### src/rtl/mem_write_scheduler_pkg.sv
// Shared definitions for the three-core write scheduler: FSM encodings,
// requester count, parameter defaults and the round-robin index helper.
package mem_write_scheduler_pkg;

    localparam int N_REQ       = 3;
    localparam int DATA_W_DEF  = 2;
    localparam int TIMEOUT_DEF = 15;

    localparam logic [1:0] ST_IDLE  = 2'd0;
    localparam logic [1:0] ST_GRANT = 2'd1;
    localparam logic [1:0] ST_WRITE = 2'd2;
    localparam logic [1:0] ST_ACK   = 2'd3;

    // Candidate index 'offset' places after the last winner, wrapping at N_REQ.
    function automatic logic [1:0] rrIndex(input logic [1:0] last, input int offset);
        int s;
        s = int'(last) + 1 + offset;
        return 2'(s % N_REQ);
    endfunction

endpackage

### src/rtl/mem_write_scheduler_rr_pick3.sv
// Combinational round-robin picker for three requesters; the search starts
// one position after the last winner.
module rr_pick3
    import mem_write_scheduler_pkg::*;
(
    input  logic [2:0] req_i,
    input  logic [1:0] last_i,
    output logic       valid_o,
    output logic [1:0] idx_o
);

    logic [1:0] cand;

    always_comb begin
        valid_o = 1'b0;
        idx_o   = 2'd0;
        cand    = 2'd0;
        for (int k = 0; k < N_REQ; k++) begin
            cand = rrIndex(last_i, k);
            if (!valid_o && req_i[cand]) begin
                valid_o = 1'b1;
                idx_o   = cand;
            end
        end
    end

endmodule

### src/rtl/mem_write_scheduler.sv
// Arbitrates three cores for a single shared memory word (IDLE/GRANT/WRITE/ACK).
// Define ARB_TIMEOUT_EN to abort a grant whose data never arrives.
module mem_write_scheduler
    import mem_write_scheduler_pkg::*;
#(
    parameter int DATA_W  = DATA_W_DEF,
    parameter int TIMEOUT = TIMEOUT_DEF
) (
    input  logic              CLK,
    input  logic              RST,
    input  logic              WE_0,
    input  logic              WE_1,
    input  logic              WE_2,
    input  logic [DATA_W-1:0] WD_0,
    input  logic [DATA_W-1:0] WD_1,
    input  logic [DATA_W-1:0] WD_2,
    input  logic              WV_0,
    input  logic              WV_1,
    input  logic              WV_2,
    output logic              WT_0,
    output logic              WT_1,
    output logic              WT_2,
    output logic              DONE_0,
    output logic              DONE_1,
    output logic              DONE_2,
    output logic              ABORT,
    output logic              MEM_WE,
    output logic [DATA_W-1:0] MEM_WD,
    output logic [1:0]        MEM_SRC
);

    logic [1:0]        state_q, state_d;
    logic [1:0]        win_q, win_d;
    logic [1:0]        last_q, last_d;
    logic [DATA_W-1:0] data_q, data_d;
    logic [1:0]        src_q, src_d;
    logic              mask_q, mask_d;
    logic [2:0]        wt_q, wt_d;
    logic [2:0]        done_q, done_d;
    logic              memWe_q, memWe_d;
    logic              abort_q, abort_d;

    logic [2:0]        weVec, wvVec, reqMasked;
    logic [DATA_W-1:0] wdSel;
    logic              pickValid;
    logic [1:0]        pickIdx;

`ifdef ARB_TIMEOUT_EN
    localparam int CNT_W = $clog2(TIMEOUT + 1);
    logic [CNT_W-1:0] cnt_q, cnt_d;
`endif

    assign weVec = {WE_2, WE_1, WE_0};
    assign wvVec = {WV_2, WV_1, WV_0};

    // The core served last is hidden for one IDLE cycle so it cannot hog the word.
    assign reqMasked = weVec & ~(mask_q ? (3'b001 << win_q) : 3'b000);

    always_comb begin
        case (win_q)
            2'd1:    wdSel = WD_1;
            2'd2:    wdSel = WD_2;
            default: wdSel = WD_0;
        endcase
    end

    rr_pick3 u_pick (
        .req_i   (reqMasked),
        .last_i  (last_q),
        .valid_o (pickValid),
        .idx_o   (pickIdx)
    );

    always_comb begin
        state_d = state_q;
        win_d   = win_q;
        last_d  = last_q;
        data_d  = data_q;
        src_d   = src_q;
        mask_d  = 1'b0;
        abort_d = 1'b0;
`ifdef ARB_TIMEOUT_EN
        cnt_d   = cnt_q;
`endif
        case (state_q)
            ST_IDLE: begin
                if (pickValid) begin
                    state_d = ST_GRANT;
                    win_d   = pickIdx;
                    last_d  = pickIdx;
`ifdef ARB_TIMEOUT_EN
                    cnt_d   = '0;
`endif
                end
            end
            ST_GRANT: begin
                // A data strobe wins over a request that drops in the same cycle.
                if (wvVec[win_q]) begin
                    data_d  = wdSel;
                    src_d   = win_q;
                    state_d = ST_WRITE;
                end else if (!weVec[win_q]) begin
                    state_d = ST_IDLE;
`ifdef ARB_TIMEOUT_EN
                end else if (cnt_q == CNT_W'(TIMEOUT - 1)) begin
                    state_d = ST_IDLE;
                    abort_d = 1'b1;
                end else begin
                    cnt_d   = cnt_q + CNT_W'(1);
`endif
                end
            end
            ST_WRITE: state_d = ST_ACK;
            ST_ACK: begin
                state_d = ST_IDLE;
                mask_d  = 1'b1;
            end
            default: state_d = ST_IDLE;
        endcase

        wt_d    = (state_d == ST_GRANT || state_d == ST_WRITE) ? (3'b001 << win_d) : 3'b000;
        done_d  = (state_d == ST_ACK) ? (3'b001 << win_d) : 3'b000;
        memWe_d = (state_d == ST_WRITE);
    end

    always_ff @(posedge CLK or posedge RST) begin
        if (RST) begin
            state_q <= ST_IDLE;
            win_q   <= 2'd0;
            last_q  <= 2'd2;
            data_q  <= '0;
            src_q   <= 2'd0;
            mask_q  <= 1'b0;
            wt_q    <= 3'b000;
            done_q  <= 3'b000;
            memWe_q <= 1'b0;
            abort_q <= 1'b0;
        end else begin
            state_q <= state_d;
            win_q   <= win_d;
            last_q  <= last_d;
            data_q  <= data_d;
            src_q   <= src_d;
            mask_q  <= mask_d;
            wt_q    <= wt_d;
            done_q  <= done_d;
            memWe_q <= memWe_d;
            abort_q <= abort_d;
        end
    end

`ifdef ARB_TIMEOUT_EN
    always_ff @(posedge CLK or posedge RST) begin
        if (RST) cnt_q <= '0;
        else     cnt_q <= cnt_d;
    end
    assign ABORT = abort_q;
`else
    assign ABORT = 1'b0;
`endif

    assign {WT_2, WT_1, WT_0}       = wt_q;
    assign {DONE_2, DONE_1, DONE_0} = done_q;
    assign MEM_WE  = memWe_q;
    assign MEM_WD  = data_q;
    assign MEM_SRC = src_q;

endmodule

### config.mk
export PLATFORM = sky130hd
export DESIGN_NAME = mem_write_scheduler
export DESIGN_NICKNAME = d
export VERILOG_FILES = /design/src/rtl/mem_write_scheduler_pkg.sv /design/src/rtl/mem_write_scheduler_rr_pick3.sv /design/src/rtl/mem_write_scheduler.sv
export SDC_FILE = /design/constraint.sdc
export NUM_CORES = 1
export LEC_CHECK = 0
export ABC_AREA = 0
export BUFFER_PORTS_ARGS = -buffer_cell sky130_fd_sc_hd__buf_2
export CAP_MARGIN = 20
export CORE_MARGIN = 2
export CORE_UTILIZATION = 55
export CTS_CLUSTER_SIZE = 20
export DETAILED_ROUTE_END_ITERATION = 8
export PLACE_DENSITY = 0.83
export SYNTH_ARGS = -nofsm -noshare
export SYNTH_HDL_FRONTEND = slang
export SYNTH_HIERARCHICAL = 1
export SYNTH_SLANG_ARGS = --single-unit
### constraint.sdc
create_clock -name CLK -period 4.6 [get_ports CLK]
set_clock_uncertainty 0.1 [all_clocks]
set_input_delay 0.23 -clock CLK [delete_from_list [all_inputs] [get_ports CLK]]
set_output_delay 0.23 -clock CLK [all_outputs]
set_load 0.02 [all_outputs]
### Word level (Yosys, flattened, before mapping)

Index checks and enable logic that the tools add are counted.

| storage, ports and cells | value |
|---|---|
| bits in registers | 18 |
| input bits | 14 |
| word-level logic and storage cells | 66 |
| output and inout port bits | 12 |

| cells by class | value |
|---|---|
| eq/ne operators | 8 |
| order comparisons | 4 |
| reduce and logical (&&, ||, !) cells | 8 |
| shifts and indexed selects | 2 |
| div/mod/pow operators | 3 |
| bitwise operators | 2 |
| $add $sub $neg | 3 |
| multiplexer cells | 27 |

Operators with widths:

| operator | count |
|---|---|
| $mod 32x3->32 const B | 3 |
| $add 32x2->32 const B | 1 |
| $add 32x3->32 const B | 1 |
| $mux 2 | 8 |
| $lt 2x3->1 const B | 4 |
| $bmux 1 s2 | 5 |
| $eq 2x2->1 const B | 5 |
| $mux 1 | 9 |
| $mux 3 | 3 |
| $pmux 2 s4 | 1 |
| $eq 2x1->1 const B | 3 |
| $shl 1x2->3 const A | 2 |
| $pmux 2 s2 | 1 |
| $reduce_and 2->1 | 2 |
| $add 2x1->3 const B | 1 |
| $and 3x3->3 | 1 |
| $not 3->3 | 1 |
| $logic_and 1x1->1 | 2 |
| $logic_not 1->1 | 2 |
| $logic_not 2->1 | 1 |
| $logic_or 1x1->1 | 1 |

### Longest topological paths before layout

Gate-level depths: netlist of run 1.

| depth | value |
|---|---|
| depth after elaboration | 18 |
| gate-level depth with buffers | 10 |
| gate-level depth less buffers | 10 |

### By module

Netlist of run 1, hierarchy kept.

Modules (own cells, without submodules):

| module | times used | cells each | area each (um2) | sequential area each (um2) |
|---|---|---|---|---|
| mem_write_scheduler | 1 | 71 | 860.8 | 451.7 |
| rr_pick3 | 1 | 20 | 131.4 | 0.0 |

### Worst setup path before layout of run 1

No wires, ideal clock.

| timing | value |
|---|---|
| kind | flip-flop to flip-flop |
| start point | register win_q[0] |
| end point | register done_q[2] |
| required time | 4,381 ps |
| setup slack | 2,054 ps |
| library setup time | 119 ps |
| stages on the path, launching flop included | 11 |
| arrival | 2,327 ps |
| buffers on the path | 0 |
| period minus slack after synthesis | 2,546 ps |
| cells stage by stage | dfrtp_1 inv_1 ha_1 a21boi_0 o32a_1 o21ai_1 a21oi_1 nor3b_4 mux2i_1 nor2_1 and2_1 |

| on the way | value |
|---|---|
| word-level cells in the longest chain between the ends | 17 |
| elaborated cells between the ends (all ways) | 33 |
| those cells by class | 1 x eq/ne; 2 x shift; 24 x mux; 2 x bitwise; 4 x reduce/logical |

RTL lines:

| item | RTL line | source |
|---|---|---|
| from (decl) | mem_write_scheduler.sv:33 | `logic [1:0] win_q, win_d;` |
| from (signal assigned) | mem_write_scheduler.sv:140 | `win_q <= win_d;` |
| $shl 1x2->3 (*) | mem_write_scheduler.sv:57 | `assign reqMasked = weVec & ~(mask_q ? (3'b001 << win_q) : 3'b000);` |
| $mux 3 (*) | mem_write_scheduler.sv:57 |  |
| $not 3->3 (*) | mem_write_scheduler.sv:57 |  |
| $and 3x3->3 (*) | mem_write_scheduler.sv:57 |  |
| net reqMasked[2] | mem_write_scheduler.sv:43 | `logic [2:0] weVec, wvVec, reqMasked;` |
| $bmux 1 s2 | mem_write_scheduler_rr_pick3.sv:20 | `if (!valid_o && req_i[cand]) begin` |
| $mux 1 (not written as such) | mem_write_scheduler_rr_pick3.sv:20 |  |
| $mux 1 | mem_write_scheduler_rr_pick3.sv:20 |  |
| (+4 left out) | -- |  |
| $logic_and 1x1->1 | mem_write_scheduler_rr_pick3.sv:20 |  |
| $mux 1 (*) | mem_write_scheduler_rr_pick3.sv:20 |  |
| net pickValid | mem_write_scheduler.sv:45 | `logic pickValid;` |
| $mux 2 | mem_write_scheduler.sv:87 | `if (pickValid) begin` |
| $pmux 2 s4 / $mux 2 (equally long branches) | mem_write_scheduler.sv:85 | `case (state_q)` |
| $eq 2x2->1 / $shl 1x2->3 (equally long branches) | mem_write_scheduler.sv:122 | `done_d = (state_d == ST_ACK) ? (3'b001 << win_d) : 3'b000;` |
| $mux 3 (*) | mem_write_scheduler.sv:122 |  |
| net done_d[2] | mem_write_scheduler.sv:39 | `logic [2:0] done_q, done_d;` |
| to (signal assigned) | mem_write_scheduler.sv:146 | `done_q <= done_d;` |
| to (decl) | mem_write_scheduler.sv:39 |  |

Mark *: on every way through the listed nets, which the timed path passes. The rest lies on a longest branch. The select of a mux whose other input is x is not followed.
A chain may end at the register's enable or synchronous reset.

### Worst setup path after layout of run 1

Ends and elaborated chain as after synthesis.

==> impl_metrics.toml, run 1 <==
[outcome]
status = "complete, no violations"

[clocking]
cts_buffers = 3
hold_buffers = 1
root_buffer = "clkbuf_4"
cts_tree = "built"
insertion_delay_ns = 0.28
clock_sinks = 18
postCtsSetupRepairBufs = 0
cts_max_path_buffers = 2
clk_pin_slew_ns = 0.10
htree_levels = 1
ctsResizeCount = 0

[floorplanning]
start_util_pct = 58.1
rows = 15
core_sq_mm = 0.00171
dieArea_sq_mm = 0.00216
io-pin-count = 26
die_y_um = 46.5
die_w_um = 46.5

[grt]
gr-usage-all-layers_pct = 20.1
grt_max_degree = 19
first_global_vias = 757
antenna_found_initial = 0
grt_overflow = 0
grt_pass1_wl_um = 3080

[finish]
seqCellArea_sq_um = 452
areaGrowthSynthToFinish_pct = 19.2
multiInputGateArea_sq_um = 499
fin_util_pct = 69.2
num_antenna_cells = 0
nFillCells = 139
drive_gt1_share_pct = 32.8
num-nets-final = 141

[sta]
hold_viol = 0
rsz0062_at_grt = "no"
setup_viol = 0
fin_ws_ns = 1.63
finalCritPeriodShare_pct = 64.6
slew_headroom_pct = 57.0
fin_crit_ns = 2.97
setup-tns-final_ns = 0
worstMarginPinSlew_ns = 0.644
slew_violations = 0
fmax_mhz = 337

[flow_run]
drv_cap = 0

[synthesis]
synth_nets = 112
synth_area_leaders = "dfrtp_1, ha_1, inv_1, mux2_1, a21oi_1"
avgSynthCellArea_sq_um = 10.9
synth-edff-count = 0
ys_warn_count = 6
ys_seq_elements = 18
syn_inst = 91
synth_seq_area_share_pct = 45.5
synth_ff_type = "dfrtp_1"
syn_area_sq_um = 992
yosysMostFrequentCell = "dfrtp_1"
synth_top_area_cell = "dfrtp_1"
ys_types = 34
async_flop_share_pct = 100
ys_top_cells_by_count = "dfrtp_1, inv_1, ha_1"
yosysTopAreaCellShare_pct = 42.9

[setup_path]
crit_arrival_ns = 3.05
r2r_cells = 10
endpoint_kind = "register"
r2r_slack_ns = 1.63
cp_slowest_stage_delay_ns = 0.50
start_kind = "register"
crit_type = "register to register"
timing.rr.end = "done_q[2]"
cp_cell_sequence = "inv_1 -> ha_1 -> a21boi_0 -> o32a_1 -> o21ai_1 -> a21oi_1 -> nor3b_4 -> mux2i_1 -> nor2_1 -> and2_1"
rr_startpoint = "win_q[0]"
crit_fanout = 7
slowest_stage = "dfrtp_1"
critPathTopFamily = "compound AO/OA/AOI/OAI gates"
crit_required_ns = 4.68
critPathBufInv = 1

[power]
power_density_mw_per_mm2 = 678
seq_power_share_pct = 35.0
total_power_uw = 801
p_int_uw = 458
ir_worst_vdd_mv = 0.357
leakage_nw = 0.609
pwr-share-comb_pct = 53.3
clockPowerShare_pct = 11.7
switchingPower_uw = 343
power.share.switching_pct = 42.8

[placement]
gp_congestion = 0.774
hpwl_um = 1500
place_ws_ns = 1.65
port-buffer-count = 24

[route]
dr.pass1.iters = 4
wl_per_cell_um = 12.9
vias = 746
wl_um = 1860
viasPerCell = 5.18
drtIter0Drc = 5
final_antenna_net_count = 0
drc = 0

[hold_path]
min_from = "WV_1"
hold_end = "MEM_SRC[0]"
min_path_type = "input pin to register"
whs_path_depth = 3
[layout by cell type (no fill, tap or decap), drive strengths merged, types with 2 or more instances in the layout]
cell type and instances:
mux2 6, dfrtp 17, a21boi 4, o31ai 2
nor2 6, a21oi 6, and3 2, mux2i 2
a22oi 2, nand2 3, clkbuf 4, and2 3
ha 7, o21ai 6, inv 9, nand3 2
buf 24
[final cells by class]
class	count	share of cell area (%)
Sequential cell	18	38.2
Multi-Input combinational cell	63	42.2
Tap cell	25	2.65
Clock buffer	4	3.07
Timing Repair Buffer	25	11.0
Inverter	9	2.86
[routing by layer]
metal  up-vias  share of wire (%)  GRT usage [%]
met5         -                  0              0
met3         0                3.6           4.71
met4         0                  0           6.29
li1        373                  -              -
met2        14                 50           35.0
met1       359                 46           24.4
[power groups by stage]
stage / combinational, mW / clock (mW) / sequential (mW)
CTS: 0.431 / 0.0954 / 0.280
finish: 0.427 / 0.0938 / 0.280
global route: 0.479 / 0.103 / 0.289
floorplan: 0.278 / 0 / 0.320
detailed placement: 0.428 / 0 / 0.284
global placement: 0.409 / 0 / 0.279
[kinds of logic (layout without fill, tap and decap cells)]
kind of cell,count (synthesis),in the layout,share of synthesized area [%]
buffers and inverters,10,38,4.16
and+or+nand+nor,21,21,12.9
muxes,8,8,9.20
DFF,18,18,45.5
other,1,1,0.378
AOI/OAI and AO/OA,25,25,17.9
adders and majority gates,8,8,9.96
[stage by stage]
step | cells | hold slack (ns) | area [sq um]
floorplan | 91 | 0.0678 | 992
CTS | 144 | 0.175 | 1180
global placement | 139 | 0.233 | 1140
finish | 144 | 0.180 | 1180
detailed placement | 139 | 0.244 | 1140
global route | 144 | 0.201 | 1180
[worst max path at each step]
stage	start	to	slack, ns	depth (start not counted)
floorplan	win_q[0]	done_q[2]	2.05	10
global placement	win_q[0]	wt_q[2]	1.82	10
detailed placement	win_q[0]	done_q[2]	1.65	10
CTS	win_q[0]	done_q[2]	1.63	10
global route	win_q[0]	done_q[2]	1.25	10
finish	win_q[0]	done_q[2]	1.63	10
[state kept, by name, summed over array words and instances, names as in the netlist]
signal / cells
done_q: 3
win_q: 2
wt_q: 3
last_q: 2
MEM_WD: 2
state_q: 2
MEM_SRC: 2
MEM_WE: 1
mask_q: 1
[worst register-to-register path, stage by stage (launching register included)]
cell,delay [ns]
dfrtp_1,0.50
inv_1,0.13
ha_1,0.25
a21boi_0,0.35
o32a_1,0.21
o21ai_1,0.06
a21oi_1,0.25
nor3b_4,0.34
mux2i_1,0.43
nor2_1,0.09
and2_1,0.17
(Power assumes the default switching activity.)
==> run 2: changes to the inputs <==
--- a/config.mk
+++ b/config.mk
@@ -9,10 +9,10 @@
 export BUFFER_PORTS_ARGS = -buffer_cell sky130_fd_sc_hd__buf_2
 export CAP_MARGIN = 20
 export CORE_MARGIN = 2
-export CORE_UTILIZATION = 55
+export CORE_UTILIZATION = 46
 export CTS_CLUSTER_SIZE = 20
 export DETAILED_ROUTE_END_ITERATION = 8
-export PLACE_DENSITY = 0.83
+export PLACE_DENSITY = 0.74
 export SYNTH_ARGS = -nofsm -noshare
 export SYNTH_HDL_FRONTEND = slang
 export SYNTH_HIERARCHICAL = 1
==> constraint.sdc (replaced) <==
create_clock -name CLK -period 2.65 [get_ports CLK]
set_clock_uncertainty 0.1 [all_clocks]
set_input_delay 0.1325 -clock CLK [delete_from_list [all_inputs] [get_ports CLK]]
set_output_delay 0.1325 -clock CLK [all_outputs]
set_load 0.02 [all_outputs]
==> run 2 against run 1 <==
Effect of this change:
- via count rose by 3.6%
- hold slack got worse by 0.11 ns
- non-clock buffer count rose by 6
- final area rose by 4.3%
- worst setup slack got worse by 1.5 ns
- critical endpoint unchanged
==> impl_metrics.toml, run 2 (synthesis gave the netlist of run 1 again) <==
[sta]
slew_headroom_pct = 55.6
fmax_mhz = 401
finalCritPeriodShare_pct = 94.2
fin_crit_ns = 2.50
whs_ns = 0.0681
worstMarginPinSlew_ns = 0.665
setup_viol = 0
hold_viol = 0
slew_violations = 0

[finish]
areaGrowthSynthToFinish_pct = 24.3
drive_gt1_share_pct = 36.8
mostFrequentLayoutCell = "buf_2"
top_regs = "done_q x3, wt_q x3"
fin_util_pct = 61.6
nFillCells = 171
final_area_sq_mm = 0.00123
num_antenna_cells = 0
num-nets-final = 147
fin_cells = 152
final_cell_mix = "buf_2, dfrtp_1, inv_1, ha_1"

[placement]
port-buffer-count = 24
gp_congestion = 0.746
postPlaceCellArea_sq_mm = 0.00118
hpwl_um = 1540
place_inst = 146

[setup_path]
crit_arrival_ns = 2.63
endpoint_kind = "register"
crit_required_ns = 2.79
crit_type = "register to register"
start_kind = "register"
crit_fanout = 6

[clocking]
cts_buffers = 3
insertion_delay_ns = 0.29
clock_sinks = 18
cts_tree = "built"
htree_levels = 1
clk_pin_slew_ns = 0.10
cts_max_path_buffers = 2
root_buffer = "clkbuf_4"

[hold_path]
min_path_type = "input pin to register"

[route]
wl_per_cell_um = 12.9
drc = 0
vias = 773
viasPerCell = 5.09
final_antenna_net_count = 0
wl_um = 1960
drtIter0Drc = 7
dr.pass1.iters = 2

[power]
ir_worst_vdd_mv = 0.603
leakage_nw = 0.639
power_density_mw_per_mm2 = 1180

[grt]
grt_overflow = 0
antenna_found_initial = 0
gr-usage-all-layers_pct = 17.7
grt_pass1_wl_um = 3430
grt_max_degree = 19
first_global_vias = 800

[floorplanning]
core_sq_mm = 0.00200
die_y_um = 50.4
io-pin-count = 26
rows = 16
start_util_pct = 49.6
dieArea_sq_mm = 0.00254
die_w_um = 50.4

[outcome]
status = "complete, no violations"

[flow_run]
drv_cap = 0
## run 2: routing by layer
metal | share of wire, % | GRT usage (%)
met5 | 0 | 0
met1 | 47 | 21.7
met2 | 48 | 30.9
met4 | 1.6 | 8.11
met3 | 3.5 | 2.38
## run 2: path summary, 6_finish.rpt
kind | startpoint | slack, ns | endpoint | depth (start not counted)
setup / recovery | win_q[1] | 0.15 | done_q[2] | 10
setup reg to reg | win_q[1] | 0.15 | done_q[2] | 10
hold / removal | WV_1 | 0.07 | MEM_SRC[0] | 3
hold reg to reg | MEM_WD[0] | 0.40 | MEM_WD[0] | 1
max in group asynchronous | RST | 1.67 | last_q[0] | 3
min in group asynchronous | RST | 0.36 | MEM_SRC[0] | 3
## run 2: per-stage QoR
stage                     worst slack (ns)  TNS (ns)  power, mW
final                                0.155         0       1.45
after global routing              -0.00765   -0.0121       1.58
after floorplan                      0.104         0       1.04
after global placement               0.177         0       1.24
after detailed placement            0.0716         0       1.27
after CTS                           0.0354         0       1.44
## run 2: critical path, stage by stage, from the launching register on
cell      delay, ns
dfrtp_1        0.39
inv_1          0.08
ha_1           0.22
a21boi_0       0.25
o32a_1         0.22
o21ai_1        0.08
a21oi_2        0.18
nor3b_4        0.30
mux2_4         0.36
nor2_1         0.12
and2_1         0.13
## run 2: cell type report
cell class,count,area [sq um],share of cell area [%]
timing repair buffer,31,175,14.2
inverter,9,33.8,2.74
clock buffer,4,36.3,2.94
multi-input combinational,63,503,40.8
tap,27,33.8,2.74
sequential,18,452,36.6
## run 2: report_power, final
group	internal (mW)	switching (mW)
clock	0.0838	0.0823
combinational	0.366	0.448
sequential	0.390	0.0808
## run 2: repair_timing
item	in CTS	in global routing
endpoints found under the setup margin	0	6
buffers inserted	0	1
hold buffers	1	0
resized for setup	0	2
endpoints found under the hold margin	17	0
